## src/rtl/spi_reg_frontend_if.sv

```systemverilog
// Register-access bus between the SPI front end and the peripheral strobe logic.
// The slave modport is the front end's view; master is the host/peripheral side.
interface spi_reg_frontend_if #(
    parameter int ADDR_W = 6,
    parameter int REG_W  = 32
);
    logic              spi_cs_n;
    logic              spi_clk;
    logic              spi_mosi;
    logic              spi_miso;
    logic [ADDR_W-1:0] reg_addr;
    logic [REG_W-1:0]  reg_data_o;
    logic [REG_W-1:0]  reg_data_i;
    logic              rd_ready;
    logic              reg_addr_v;
    logic              reg_data_o_dv;
    logic              reg_rw;
    logic [1:0]        txn_width;
    logic [7:0]        status;

    modport slave (
        input  spi_cs_n, spi_clk, spi_mosi, reg_data_i, rd_ready, status,
        output spi_miso, reg_addr, reg_data_o, reg_addr_v, reg_data_o_dv, reg_rw, txn_width
    );

    modport master (
        output spi_cs_n, spi_clk, spi_mosi, reg_data_i, rd_ready, status,
        input  spi_miso, reg_addr, reg_data_o, reg_addr_v, reg_data_o_dv, reg_rw, txn_width
    );
endinterface

```

## src/rtl/spi_reg_frontend.sv

```systemverilog
// SPI mode-0 slave that turns {rw,width},{addr},data frames into register
// write strobes / read requests and shifts status and read data back on MISO.
module spi_reg_frontend #(
    parameter int ADDR_W = 6,
    parameter int REG_W  = 32
) (
    input  logic               clk,
    input  logic               rst,
    spi_reg_frontend_if.slave  bus
);
    localparam int IDX_W = $clog2(REG_W);

    typedef enum logic [1:0] {IDLE, HDR, DATA, DONE} state_t;

    state_t            state_reg;
    logic              spi_clk_reg;
    logic [5:0]        bit_cnt_reg;
    logic [7:0]        hdr_sr_reg;
    logic [REG_W-1:0]  rx_sr_reg;
    logic [REG_W-1:0]  tx_data_reg;
    logic              captured_reg;
    logic              miso_reg;
    logic              reg_rw_reg;
    logic [1:0]        width_reg;
    logic [ADDR_W-1:0] addr_reg;
    logic              addr_v_reg;
    logic [REG_W-1:0]  data_o_reg;
    logic              dv_reg;

    logic              rise;
    logic              fall;
    logic [5:0]        n_bits;
    logic              last_bit;
    logic [7:0]        hdr_next;
    logic [REG_W-1:0]  rx_next;
    logic [REG_W-1:0]  width_mask;
    logic [IDX_W-1:0]  tx_idx;
    logic              rd_take;

    assign rise     = bus.spi_clk & ~spi_clk_reg;
    assign fall     = ~bus.spi_clk & spi_clk_reg;
    assign n_bits   = (width_reg == 2'b00) ? 6'd8 : (width_reg == 2'b01) ? 6'd16 : 6'd32;
    assign last_bit = (bit_cnt_reg == n_bits - 6'd1);
    assign hdr_next = {hdr_sr_reg[6:0], bus.spi_mosi};
    assign rx_next  = {rx_sr_reg[REG_W-2:0], bus.spi_mosi};
    // Bit position in the captured word for the data bit set up by this fall.
    assign tx_idx   = IDX_W'(n_bits - 6'd1 - bit_cnt_reg);
    assign rd_take  = ~reg_rw_reg & addr_v_reg & bus.rd_ready;

    for (genvar gi = 0; gi < REG_W; gi++) begin : g_mask
        assign width_mask[gi] = (gi < int'(n_bits));
    end

    always_ff @(posedge clk) begin
        if (rst) begin
            state_reg    <= IDLE;
            spi_clk_reg  <= 1'b0;
            bit_cnt_reg  <= '0;
            hdr_sr_reg   <= '0;
            rx_sr_reg    <= '0;
            tx_data_reg  <= '0;
            captured_reg <= 1'b0;
            miso_reg     <= 1'b0;
            reg_rw_reg   <= 1'b0;
            width_reg    <= 2'b00;
            addr_reg     <= '0;
            addr_v_reg   <= 1'b0;
            data_o_reg   <= '0;
            dv_reg       <= 1'b0;
        end else begin
            spi_clk_reg <= bus.spi_clk;
            dv_reg      <= 1'b0;
            // Deselect wins over everything, including a coincident final data edge.
            if (bus.spi_cs_n) begin
                state_reg    <= IDLE;
                bit_cnt_reg  <= '0;
                addr_v_reg   <= 1'b0;
                captured_reg <= 1'b0;
                miso_reg     <= 1'b0;
            end else begin
                case (state_reg)
                    IDLE: begin
                        state_reg    <= HDR;
                        bit_cnt_reg  <= '0;
                        hdr_sr_reg   <= '0;
                        rx_sr_reg    <= '0;
                        captured_reg <= 1'b0;
                        miso_reg     <= 1'b0;
                    end
                    HDR: begin
                        if (rise) begin
                            hdr_sr_reg  <= hdr_next;
                            bit_cnt_reg <= bit_cnt_reg + 6'd1;
                            if (bit_cnt_reg == 6'd7) begin
                                reg_rw_reg <= hdr_next[7];
                                width_reg  <= hdr_next[1:0];
                            end
                            if (bit_cnt_reg == 6'd15) begin
                                addr_reg    <= hdr_next[ADDR_W-1:0];
                                addr_v_reg  <= 1'b1;
                                bit_cnt_reg <= '0;
                                state_reg   <= DATA;
                            end
                        end else if (fall) begin
                            // Falls after rises 8..15 set up byte1, which carries status.
                            miso_reg <= (bit_cnt_reg >= 6'd8) ? bus.status[~bit_cnt_reg[2:0]] : 1'b0;
                        end
                    end
                    DATA: begin
                        if (rd_take) begin
                            tx_data_reg  <= bus.reg_data_i & width_mask;
                            captured_reg <= 1'b1;
                            addr_v_reg   <= 1'b0;
                        end
                        if (rise) begin
                            rx_sr_reg   <= rx_next;
                            bit_cnt_reg <= bit_cnt_reg + 6'd1;
                            if (last_bit) begin
                                state_reg <= DONE;
                                miso_reg  <= 1'b0;
                                if (reg_rw_reg) begin
                                    data_o_reg <= rx_next & width_mask;
                                    dv_reg     <= 1'b1;
                                end
                            end
                        end else if (fall) begin
                            miso_reg <= captured_reg ? tx_data_reg[tx_idx] : 1'b0;
                        end
                    end
                    DONE: begin
                        if (rd_take) begin
                            addr_v_reg <= 1'b0;
                        end
                        miso_reg <= 1'b0;
                    end
                    default: state_reg <= IDLE;
                endcase
            end
        end
    end

    assign bus.spi_miso      = miso_reg;
    assign bus.reg_addr      = addr_reg;
    assign bus.reg_data_o    = data_o_reg;
    assign bus.reg_addr_v    = addr_v_reg;
    assign bus.reg_data_o_dv = dv_reg;
    assign bus.reg_rw        = reg_rw_reg;
    assign bus.txn_width     = width_reg;
endmodule

```

## src/flat_wrapper.sv

```systemverilog
// flat-port wrapper written by rule: the top's interface ports become plain ports
module spi_reg_frontend_flat 
#(
    parameter int ADDR_W = 6,
    parameter int REG_W  = 32
)
  (clk, rst, bus_spi_cs_n, bus_spi_clk, bus_spi_mosi, bus_reg_data_i, bus_rd_ready, bus_status, bus_spi_miso, bus_reg_addr, bus_reg_data_o, bus_reg_addr_v, bus_reg_data_o_dv, bus_reg_rw, bus_txn_width);
  spi_reg_frontend_if #(.ADDR_W(ADDR_W), .REG_W(REG_W)) bus_i ();
  input  logic clk;
  input  logic rst;
  input wire logic [$bits(bus_i.spi_cs_n)-1:0] bus_spi_cs_n;
  input wire logic [$bits(bus_i.spi_clk)-1:0] bus_spi_clk;
  input wire logic [$bits(bus_i.spi_mosi)-1:0] bus_spi_mosi;
  input wire logic [$bits(bus_i.reg_data_i)-1:0] bus_reg_data_i;
  input wire logic [$bits(bus_i.rd_ready)-1:0] bus_rd_ready;
  input wire logic [$bits(bus_i.status)-1:0] bus_status;
  output wire logic [$bits(bus_i.spi_miso)-1:0] bus_spi_miso;
  output wire logic [$bits(bus_i.reg_addr)-1:0] bus_reg_addr;
  output wire logic [$bits(bus_i.reg_data_o)-1:0] bus_reg_data_o;
  output wire logic [$bits(bus_i.reg_addr_v)-1:0] bus_reg_addr_v;
  output wire logic [$bits(bus_i.reg_data_o_dv)-1:0] bus_reg_data_o_dv;
  output wire logic [$bits(bus_i.reg_rw)-1:0] bus_reg_rw;
  output wire logic [$bits(bus_i.txn_width)-1:0] bus_txn_width;
  assign bus_i.spi_cs_n = bus_spi_cs_n;
  assign bus_i.spi_clk = bus_spi_clk;
  assign bus_i.spi_mosi = bus_spi_mosi;
  assign bus_i.reg_data_i = bus_reg_data_i;
  assign bus_i.rd_ready = bus_rd_ready;
  assign bus_i.status = bus_status;
  assign bus_spi_miso = bus_i.spi_miso;
  assign bus_reg_addr = bus_i.reg_addr;
  assign bus_reg_data_o = bus_i.reg_data_o;
  assign bus_reg_addr_v = bus_i.reg_addr_v;
  assign bus_reg_data_o_dv = bus_i.reg_data_o_dv;
  assign bus_reg_rw = bus_i.reg_rw;
  assign bus_txn_width = bus_i.txn_width;
  spi_reg_frontend #(.ADDR_W(ADDR_W), .REG_W(REG_W)) u_core (.clk(clk), .rst(rst), .bus(bus_i));
endmodule
```

## config.mk

```make
export PLATFORM = sky130hd
export DESIGN_NAME = spi_reg_frontend_flat
export DESIGN_NICKNAME = d
export VERILOG_FILES = /design/src/rtl/spi_reg_frontend_if.sv /design/src/rtl/spi_reg_frontend.sv /design/src/flat_wrapper.sv
export SDC_FILE = /design/constraint.sdc
export NUM_CORES = 1
export LEC_CHECK = 0
export ABC_AREA = 1
export BUFFER_PORTS_ARGS = -buffer_cell sky130_fd_sc_hd__buf_2
export CAP_MARGIN = 20
export CELL_PAD_IN_SITES_DETAIL_PLACEMENT = 1
export CELL_PAD_IN_SITES_GLOBAL_PLACEMENT = 2
export CORE_MARGIN = 5
export CORE_UTILIZATION = 35
export CTS_BUF_LIST = sky130_fd_sc_hd__clkbuf_4
export DETAILED_ROUTE_END_ITERATION = 6
export GPL_TIMING_DRIVEN = 0
export PLACE_DENSITY = 0.89
export SKIP_LAST_GASP = 1
export SLEW_MARGIN = 20
export SYNTH_ARGS = -nofsm -noshare
export SYNTH_HDL_FRONTEND = slang
export SYNTH_SLANG_ARGS = --single-unit
```

## constraint.sdc

```tcl
create_clock -name clk -period 6.6 [get_ports clk]
set_input_delay 1.32 -clock clk [delete_from_list [all_inputs] [get_ports clk]]
set_output_delay 1.32 -clock clk [all_outputs]
set_load 0.02 [all_outputs]
```

# Yosys cells after proc, flatten, opt, wreduce, memory -nomap -nowiden
# Cells that the tools add are included.
# classes
bitwise	14
n_lt_le_gt_ge	35
n_eq_ne	17
n_mux	34
n_reduce_logical	21
add_sub_neg	3
# ops
op	count
$lt 5x6->1 const A	16
$and 32x32->32	2
$pmux 31 s2	1
$lt 4x6->1 const A	8
$mux 31	1
$mux 6	5
$lt 3x6->1 const A	4
$pmux 6 s3	1
$reduce_and 4->1	4
$mux 1	14
$ne 2x1->1 const B	7
$pmux 7 s2	1
$lt 1x6->1 const A	2
$lt 2x6->1 const A	2
$reduce_and 3->1	4
$reduce_and 5->1	2
$mux 2	4
$mux 7	1
$not 1->1	7
$add 6x1->6 const B	1
$eq 6x3->1 const B	1
$eq 6x4->1 const B	1
$eq 6x6->1	1
$ge 6x4->1 const B	1
other kinds (22)	33
# totals
word_cells	138
out_inout_bits	44
register_bits	124

# Depth between registers and ports, before layout
# depth
ltp_word	11
depth_mapped	14
ltp_nobuf	11

# Least setup slack after synthesis
# No wires, ideal clock.
# synth_timing
kind	register to register
startpoint	reg u_core.width_reg[1], in the netlist u_core.bus.txn_width[1]
endpoint	reg u_core.data_o_reg[14], in the netlist u_core.bus.reg_data_o[14]
t_arrival_ps	2425
setup_time_ps	115
period_less_slack_ps	2540
path_buffers	4
path_stages_with_launch	14
required_time_ps	6485
slack_ps	4060
cell_sequence	dfxtp_1 -> buf_6 -> or2_2 -> clkbuf_1 -> clkbuf_1 -> ha_1 -> nand2_1 -> nor3_2 -> nand3_2 -> nor3_4 -> inv_4 -> buf_6 -> nand3_1 -> o21ai_2
# synth_between
elab_chain_cells	6
word_cells_on_any_way	9
# synth_rtl
element	line	source
start, declared	spi_reg_frontend.sv:24	logic [1:0] width_reg;
start signal, assigned	spi_reg_frontend.sv:96	width_reg <= hdr_next[1:0];
$eq 2x1->1	spi_reg_frontend.sv:42	assign n_bits = (width_reg == 2'b00) ? 6'd8 : (width_reg == 2'b01) ? 6'd16 : 6'd32;
$mux 6	spi_reg_frontend.sv:42	
$mux 6 *	spi_reg_frontend.sv:42	
$sub 6x1->6	spi_reg_frontend.sv:43	assign last_bit = (bit_cnt_reg == n_bits - 6'd1);
$eq 6x6->1	spi_reg_frontend.sv:43	
$reduce_and 5->1 (no line)	n/a	
end signal, assigned	spi_reg_frontend.sv:122	data_o_reg <= rx_next & width_mask;
end, declared	spi_reg_frontend.sv:27	logic [REG_W-1:0] data_o_reg;
# Mark *: on every way between the ends. The rest lies on a longest branch, timed or not.
# A chain may end at the register's enable or synchronous reset.

# Final worst setup path
# layout_timing
startpoint	reg u_core.width_reg[1], in the netlist u_core.bus.txn_width[1]
endpoint	reg u_core.data_o_reg[27], in the netlist u_core.bus.reg_data_o[27]
# The elaborated chain is that of the path after synthesis.

==> impl_metrics.yaml <==
run_status:
  outcome: "completed"
global_route:
  grt_overflow: 0
  grt_pass1_wl_um: 26800
  grt_max_degree: 17
  track_usage_pct: 18.5
  first_global_vias: 5440
  antenna_found_initial: 1
floorplanning:
  core_area_mm2: 0.0146
  die-width_um: 133
  die_h_um: 133
  initial_core_util_pct: 36.1
  ios: 90
  dieArea_mm2: 0.0176
  rows: 44
synth:
  synthFlopType: "dfxtp_1"
  ys_ff_latch: 124
  synth_edf_count: 0
  synth_fa_ha_area_share_pct: 2.13
  postSynth.asyncResetShare_pct: 0
  synth_top_area_share_pct: 47.0
  yosysTopAreaCell: "dfxtp_1"
  synthesis.area_mm2: 0.00528
  synth_most_common_cell: "nand2_1"
  syn_area_per_cell_um2: 7.48
  syn_nets: 761
  synthSimpleGateAreaFrac_pct: 27.6
  ys_warn_count: 0
  synth_xor_area_share_pct: 0.332
  muxShareOfSynthArea_pct: 0
  syn-instance-count: 706
  synth_compound_area_share_pct: 15.9
  yosysSeqAreaShare_pct: 47.0
  synth_top_family_by_area: "simple AND/OR/NAND/NOR gates"
  synthTopCellsByCount: "nand2_1, dfxtp_1, nand3_1, a21oi_1, nor2_1"
  synth_cell_types: 30
  synthTopCellsByArea: "dfxtp_1, nand2_1, nand3_1"
clocking:
  clk_pin_slew_ns: 0.11
  cts.sinks: 124
  cts_buffers: 17
  clk_latency_ns: 0.53
  cts_htree_levels: 4
  cts_hold_buf: 0
  root_buffer: "clkbuf_4"
  cts_buffer_depth: 2
  postCtsSetupRepairBufs: 0
  cts_resized: 0
  cts_tree: "done"
timing:
  rsz0062_at_grt: "false"
  setup_viol: 0
  skew_ns: 0.0103
  finalCritPeriodShare_pct: 46.2
  setup-tns-final_ns: 0
  layout_min_cycle_time_ns: 3.05
  tightest_slew_ns: 0.643
  max_slew_margin_pct: 57.0
  slew_viol_final: 0
  hold_viol: 0
  fmax_mhz: 328
  whs_ns: 0.471
detailed_routing:
  drt_first_pass_iters: 4
  ant_nets: 0
  drc: 0
  routed_wl_um: 15900
  vias_per_cell: 5.09
  drt_iter0_markers: 205
  wl_per_cell_um: 15.7
  vias: 5155
pwr:
  p_per_area_mw_per_mm2: 218
  irDropWorstVdd_v: 0.0000812
  total_power_mw: 1.35
  leakage_nw: 2.47
worst_hold_path:
  hp-class: "reg -> reg"
  min_from: "u_core.hdr_sr_reg[6]"
setup_path:
  path_cells: "buf_6 > or2_2 > clkbuf_1 > clkbuf_1 > ha_1 > nand2_1 > nor3_2 > nand3_2 > nor3_4 > inv_4 > buf_6 > nand3_1 > o21ai_2"
  r2r-start: "u_core.bus.txn_width[1]"
  critPathMaxStageDelay_ns: 0.42
  worst_path_max_delay_cell: "nor3_4"
  critPathLaunch: "u_core.bus.txn_width[1]"
  start_kind: "register"
  worst-setup-path-type: "reg -> reg"
  end_kind: "register"
  crit_fanout: 10
  crit_required_ns: 7.04
  cp.arrival_ns: 3.49
finish:
  syn2layout_area_growth_pct: 17.4
  final_nets: 869
  drive_gt1_share_pct: 18.9
flow_run:
  maxCapViolations: 0
placement:
  place_congestion: 0.786
  hpwl_um: 11900
  place.port_buffers: 89
==> final timing paths <==
kind	endpoint	slack [ns]	cells past startpoint
worst min register to register	u_core.hdr_sr_reg[6]	0.47	2
worst max register to register	u_core.bus.reg_data_o[27]	3.55	13
worst max-delay path	u_core.bus.reg_data_o[27]	3.55	13
worst min-delay path	u_core.hdr_sr_reg[6]	0.47	2
==> cell usage in the layout, fill, tap and decap left out, types with 6 or more instances in the layout <==
| cell | synthesis | layout |
|---|---|---|
| nand2_1 | 161 | 161 |
| ha_1 | 9 | 9 |
| buf_6 | 6 | 6 |
| o21ai_0 | 37 | 37 |
| clkbuf_4 | 0 | 18 |
| a21oi_1 | 78 | 78 |
| clkinv_2 | 0 | 7 |
| o21ai_2 | 19 | 19 |
| a211oi_1 | 6 | 6 |
| inv_1 | 38 | 38 |
| dfxtp_1 | 124 | 124 |
| nand3_1 | 108 | 108 |
| nor2_1 | 56 | 56 |
| buf_2 | 5 | 94 |
| clkbuf_1 | 32 | 32 |
==> power breakdown <==
group / switching, mW / total [mW] / internal (mW)
clock network: 0.293 / 0.476 / 0.183
registers: 0.00608 / 0.761 / 0.755
logic: 0.0826 / 0.115 / 0.0321
==> per-stage QoR <==
step	utilization (%)	instance area [um2]	setup slack [ns]	cells
after floorplan	-	5280	4.06	706
after global placement	40.7	5960	3.55	979
after detailed placement	40.7	5960	3.52	979
after CTS	42.3	6190	3.49	1010
after global routing	42.3	6200	3.28	1012
final	42.3	6200	3.55	1012
==> layout make-up <==
class	count	area (um2)
Clock buffer	18	135
Fill cell	1877	8440
Sequential cell	124	2480
Tap cell	184	230
Inverter	39	149
Clock inverter	13	104
Antenna cell	2	5.00
Multi-Input combinational cell	497	2420
Buffer	46	224
Timing Repair Buffer	89	445
==> logic make-up after synthesis <==
| logic type | count (synthesis) |
|---|---|
| AO/OA/AOI/OAI | 148 |
| XOR/XNOR | 2 |
| adder cells (fa/ha/maj) | 9 |
| buffers and inverters | 85 |
| flip-flops | 124 |
| AND/OR/NAND/NOR | 338 |
==> critical path: cells and delay by family, from the launching register on <==
family	cells	cell delay [ns]
DFF	1	0.36
buffers and inverters	5	0.96
AOI/OAI and AO/OA	1	0.06
and+or+nand+nor	6	1.14
adders and majority gates	1	0.40
==> routing by layer <==
metal | wire [um] | track usage (%) | part of all wire (%) | vias up
met5 | 0 | 0 | 0 | -
met4 | 292 | 6.18 | 1.8 | 0
met3 | 509 | 4.14 | 3.2 | 23
met2 | 7780 | 31.9 | 49 | 78
met1 | 7350 | 22.9 | 46 | 2493
li1 | - | - | - | 2561
(Power assumes the default switching activity.)
